### config.mk
export PLATFORM = sky130hd
export DESIGN_NAME = nand_not_pipe
export DESIGN_NICKNAME = d
export VERILOG_FILES = /design/src/rtl/nand_not_pkg.sv /design/src/rtl/nand_not_stage.sv /design/src/rtl/nand_not_pipe.sv
export SDC_FILE = /design/constraint.sdc
export NUM_CORES = 1
export LEC_CHECK = 0
export ABC_AREA = 1
export CAP_MARGIN = 20
export CORE_UTILIZATION = 39
export DETAILED_ROUTE_END_ITERATION = 7
export PLACE_DENSITY = 0.83
export SLEW_MARGIN = 40
export SYNTH_ARGS = -nofsm -noshare
export SYNTH_HDL_FRONTEND = slang
export SYNTH_SLANG_ARGS = --single-unit
### constraint.sdc
create_clock -name clk -period 1.6 [get_ports clk]
set_clock_uncertainty 0.05 [all_clocks]
set_input_delay 0.16 -clock clk [delete_from_list [all_inputs] [get_ports clk]]
set_output_delay 0.16 -clock clk [all_outputs]
set_load 0.02 [all_outputs]
### src/rtl/nand_not_pkg.sv
// Shared types and the bitwise NAND/NOT evaluator for nand_not_pipe.
package nand_not_pkg;

    localparam int STATS_W = 16;
    localparam int MAX_W   = 32;

    // Gate-for-gate image of the original netlist; callers truncate to their width.
    function automatic logic [MAX_W-1:0] nand_not_eval(
        input logic [MAX_W-1:0] a,
        input logic [MAX_W-1:0] b,
        input logic [MAX_W-1:0] c,
        input logic [MAX_W-1:0] d
    );
        logic [MAX_W-1:0] k_s;
        logic [MAX_W-1:0] l_s;
        logic [MAX_W-1:0] m_s;
        k_s = c | d;
        l_s = ~(a & b);
        m_s = ~(l_s & d);
        return ~(k_s & m_s);
    endfunction

endpackage

### src/rtl/nand_not_stage.sv
// One elastic pipeline slot: data register plus valid flag.
module nand_not_stage
    import nand_not_pkg::*;
#(
    parameter int WIDTH = 8
) (
    input  logic             clk,
    input  logic             rst,
    input  logic             adv,
    input  logic             in_valid,
    input  logic [WIDTH-1:0] in_data,
    output logic             valid,
    output logic [WIDTH-1:0] data
);

    logic             valid_r;
    logic [WIDTH-1:0] data_r;

    // Advancing with no incoming data collapses a bubble; data only moves with a valid beat.
    always_ff @(posedge clk) begin
        if (rst) begin
            valid_r <= 1'b0;
            data_r  <= {WIDTH{1'b0}};
        end else if (adv) begin
            valid_r <= in_valid;
            if (in_valid) begin
                data_r <= in_data;
            end else begin
                data_r <= data_r;
            end
        end else begin
            valid_r <= valid_r;
            data_r  <= data_r;
        end
    end

    assign valid = valid_r;
    assign data  = data_r;

endmodule

### src/rtl/nand_not_pipe.sv
// Elastic STAGES-deep pipeline around the NAND/NOT evaluator.
// Optional NAND_NOT_PIPE_STATS_EN adds a saturating output-transfer counter (xfer_count).
module nand_not_pipe
    import nand_not_pkg::*;
#(
    parameter int WIDTH  = 8,
    parameter int STAGES = 2
) (
    input  logic               clk,
    input  logic               rst,
    input  logic               in_valid,
    output logic               in_ready,
    input  logic [WIDTH-1:0]   a,
    input  logic [WIDTH-1:0]   b,
    input  logic [WIDTH-1:0]   c,
    input  logic [WIDTH-1:0]   d,
    output logic               out_valid,
    input  logic               out_ready,
    output logic [WIDTH-1:0]   w
`ifdef NAND_NOT_PIPE_STATS_EN
    ,
    output logic [STATS_W-1:0] xfer_count
`endif
);

    logic [WIDTH-1:0]  eval_s;
    logic [STAGES:0]   adv_s;
    logic [STAGES-1:0] stage_valid_s;
    logic [WIDTH-1:0]  stage_data_s [STAGES];

    assign eval_s = WIDTH'(nand_not_eval(MAX_W'(a), MAX_W'(b), MAX_W'(c), MAX_W'(d)));

    // A slot may move when it is empty or its occupant leaves this cycle.
    assign adv_s[STAGES] = out_ready;

    for (genvar s = 0; s < STAGES; s++) begin : g_stage
        assign adv_s[s] = ~stage_valid_s[s] | adv_s[s+1];

        if (s == 0) begin : g_head
            nand_not_stage #(.WIDTH(WIDTH)) u_stage (
                .clk      (clk),
                .rst      (rst),
                .adv      (adv_s[s]),
                .in_valid (in_valid),
                .in_data  (eval_s),
                .valid    (stage_valid_s[s]),
                .data     (stage_data_s[s])
            );
        end else begin : g_body
            nand_not_stage #(.WIDTH(WIDTH)) u_stage (
                .clk      (clk),
                .rst      (rst),
                .adv      (adv_s[s]),
                .in_valid (stage_valid_s[s-1]),
                .in_data  (stage_data_s[s-1]),
                .valid    (stage_valid_s[s]),
                .data     (stage_data_s[s])
            );
        end
    end

    assign in_ready  = adv_s[0];
    assign out_valid = stage_valid_s[STAGES-1];
    assign w         = stage_data_s[STAGES-1];

`ifdef NAND_NOT_PIPE_STATS_EN
    logic [STATS_W-1:0] xfer_count_r;

    // Count accepted results, sticking at all-ones.
    always_ff @(posedge clk) begin
        if (rst) begin
            xfer_count_r <= {STATS_W{1'b0}};
        end else if (out_valid && out_ready && (xfer_count_r != {STATS_W{1'b1}})) begin
            xfer_count_r <= xfer_count_r + {{(STATS_W-1){1'b0}}, 1'b1};
        end else begin
            xfer_count_r <= xfer_count_r;
        end
    end

    assign xfer_count = xfer_count_r;
`endif

endmodule

==> metrics.yaml <==
ir_worst_vdd_uv: 359
crit_type: "in2out"
power.leakage_nw: 0.561
ctsHoldBuffers: 0
place_inst: 186
slew_headroom: 0.722
cts_tree: "yes"
grt_pass1_vias: 750
hpwlAfterDp_um: 1400
fmax_mhz: 645
core.rowCount: 15
cp_max_fo: 2
drt-total-wl_um: 1720
seq_area_sq_um: 360
setup_slack_ns: 0.0485
cp.depth: 4
root_buffer: "clkbuf_4"
p_sw_frac: 0.255
p_per_area_nw_per_um2: 744
p_int_mw: 0.703
cpMaxStageDelayCell: "clkdlybuf4s50_1"
instances_no_fill: 189
area_delta_synth_final_pct: 64.2
cp-start-kind: "primary input"
synth-seq-cells: 18
seq_area_frac_synth: 0.467
finalSetupViolCount: 0
syn_inst: 117
diodes: 0
die_w_um: 46.5
io_pins: 46
cts_htree_levels: 1
dieArea_sq_um: 2160
comb_power_share: 0.245
multiInputGateArea_sq_um: 354
hold_viol: 0
pre_cts_ws_ns: 0.0500
cts.path.max_buffers: 2
status: "complete, no violations"
cts_resized: 0
netlist_area_sq_um: 772
cpMostUsedCell: "clkdlybuf4s50_1"
antenna_found_initial: 0
first_pass_iters: 4
clk_pin_slew_ns: 0.09
drive_above_1_share: 0.0366
gp_congestion: 0.730
portBuffers: 45
drc: 0
viasPerCell: 4.56
cp_top_family: "buffers and inverters"
critPathMaxStageDelay_ns: 0.60
wl_met1_um: 695
avgSynthCellArea_sq_um: 6.60
cts.sinks: 18
grt_usage: 0.180
routedWlPerCell_um: 9.12
clk_latency_ns: 0.28
pwr-share-seq: 0.528
drt_iter0_drc: 11
r2r_cells: 6
nFillCells: 147
vias: 861
ys_warn_count: 0
cp_num_buf_inv: 3
syn_nets: 153
worst_slew_pin_slew_ns: 0.416
core_sq_um: 1780
endpoint_kind: "output pin"
post_cts_buffers: 0
tns_ns: 0
min_path_type: "in2reg"
synth_cell_type_count: 10
wl_met3_um: 97
cp.required_ns: 1.39
fin_crit_ns: 1.55
cap_violations: 0
clockPowerShare: 0.227
p_sw_mw: 0.240
start_util: 0.433
fin_crit_sh: 0.970
grt.overflow.total: 0
rsz0062_at_grt: "false"
routed.top_layer: "met4"
slew_violations: 0
cp.arrival_ns: 1.34
grt_max_degree: 18
die_h_um: 46.5
grt_pass1_wl_um: 2740
finalNetCount: 202
holdPathStages: 2
ant_nets: 0
cts_buffers: 3
met2_length_um: 912
path_cells: "clkdlybuf4s50_1 > inv_1 > nand3_2 > clkdlybuf4s50_1"
per-layer routing:
layer	track usage	vias to the layer above
li1	-	456
met1	0.197	365
met2	0.306	38
met3	0.0275	2
met4	0.135	0
met5	0	-
final cells by class:
type / instances / share of cell area
tap: 25 / 0.0247
sequential: 18 / 0.284
inverter: 11 / 0.0326
clock buffer: 3 / 0.0178
multi-input combinational: 86 / 0.279
timing repair buffer: 46 / 0.361
cells by family (layout without fill, tap and decap cells):
group	count (synthesis)	after routing	synth area share
AO/OA/AOI/OAI	18	18	0.117
buffers and inverters	13	60	0.0745
flip-flops	18	18	0.467
AND/OR/NAND/NOR	68	68	0.342
synth_stat cells:
library cell,count,area (sq um)
nand2_1,34,128
nor2_1,32,120
dfxtp_1,18,360
o21ai_0,16,80.1
inv_1,11,41.3
a21oi_1,2,10.0
buf_2,1,5.00
buf_6,1,11.3
nand2_2,1,6.26
nand3_2,1,10.0
worst paths after layout:
kind / startpoint / to / slack [ns]
worst max-delay path: out_ready / in_ready / 0.05
worst min-delay path: rst / g_stage[1].g_body.u_stage.valid$_SDFFE_PP0P_ / 0.43
worst max register to register: g_stage[1].g_body.u_stage.valid$_SDFFE_PP0P_ / g_stage[0].g_head.u_stage.data[2]$_SDFFE_PP0P_ / 0.37
worst min register to register: g_stage[1].g_body.u_stage.data[5]$_SDFFE_PP0P_ / g_stage[1].g_body.u_stage.data[5]$_SDFFE_PP0P_ / 0.44
stage by stage:
step	power (mW)	utilization	hold WS [ns]	area, sq um
global placement	0.730	0.698	0.413	1240
finish	0.943	0.711	0.435	1270
global route	0.995	0.711	0.423	1270
detailed placement	0.740	0.698	0.421	1240
floorplan	0.608	-	0.179	772
CTS	0.949	0.711	0.418	1270
flip-flops by register name, indices dropped and copies added, names as in the netlist:
signal,cells
g_stage.g_head.u_stage.data,8
g_stage.g_body.u_stage.data,8
g_stage.g_head.u_stage.valid,1
g_stage.g_body.u_stage.valid,1
power groups by stage:
stage / Clock, mW / Combinational [mW] / Sequential (mW)
2_1_floorplan: 0 / 0.0832 / 0.525
3_3_place_gp: 0 / 0.224 / 0.506
3_5_place_dp: 0 / 0.232 / 0.508
4_1_cts: 0.218 / 0.233 / 0.497
5_1_grt: 0.235 / 0.259 / 0.501
6_report: 0.214 / 0.231 / 0.498
cells in the final DEF, fill, tap and decap left out:
master and count:
nand2_2 1, a21oi_1 2, inv_1 11, nand2_1 34, nand3_2 1, clkdlybuf4s50_1 45
o21ai_0 16, dfxtp_1 18, nor2_1 32, buf_4 1, clkbuf_4 3
Note: power is estimated with default switching activity, not from simulation.
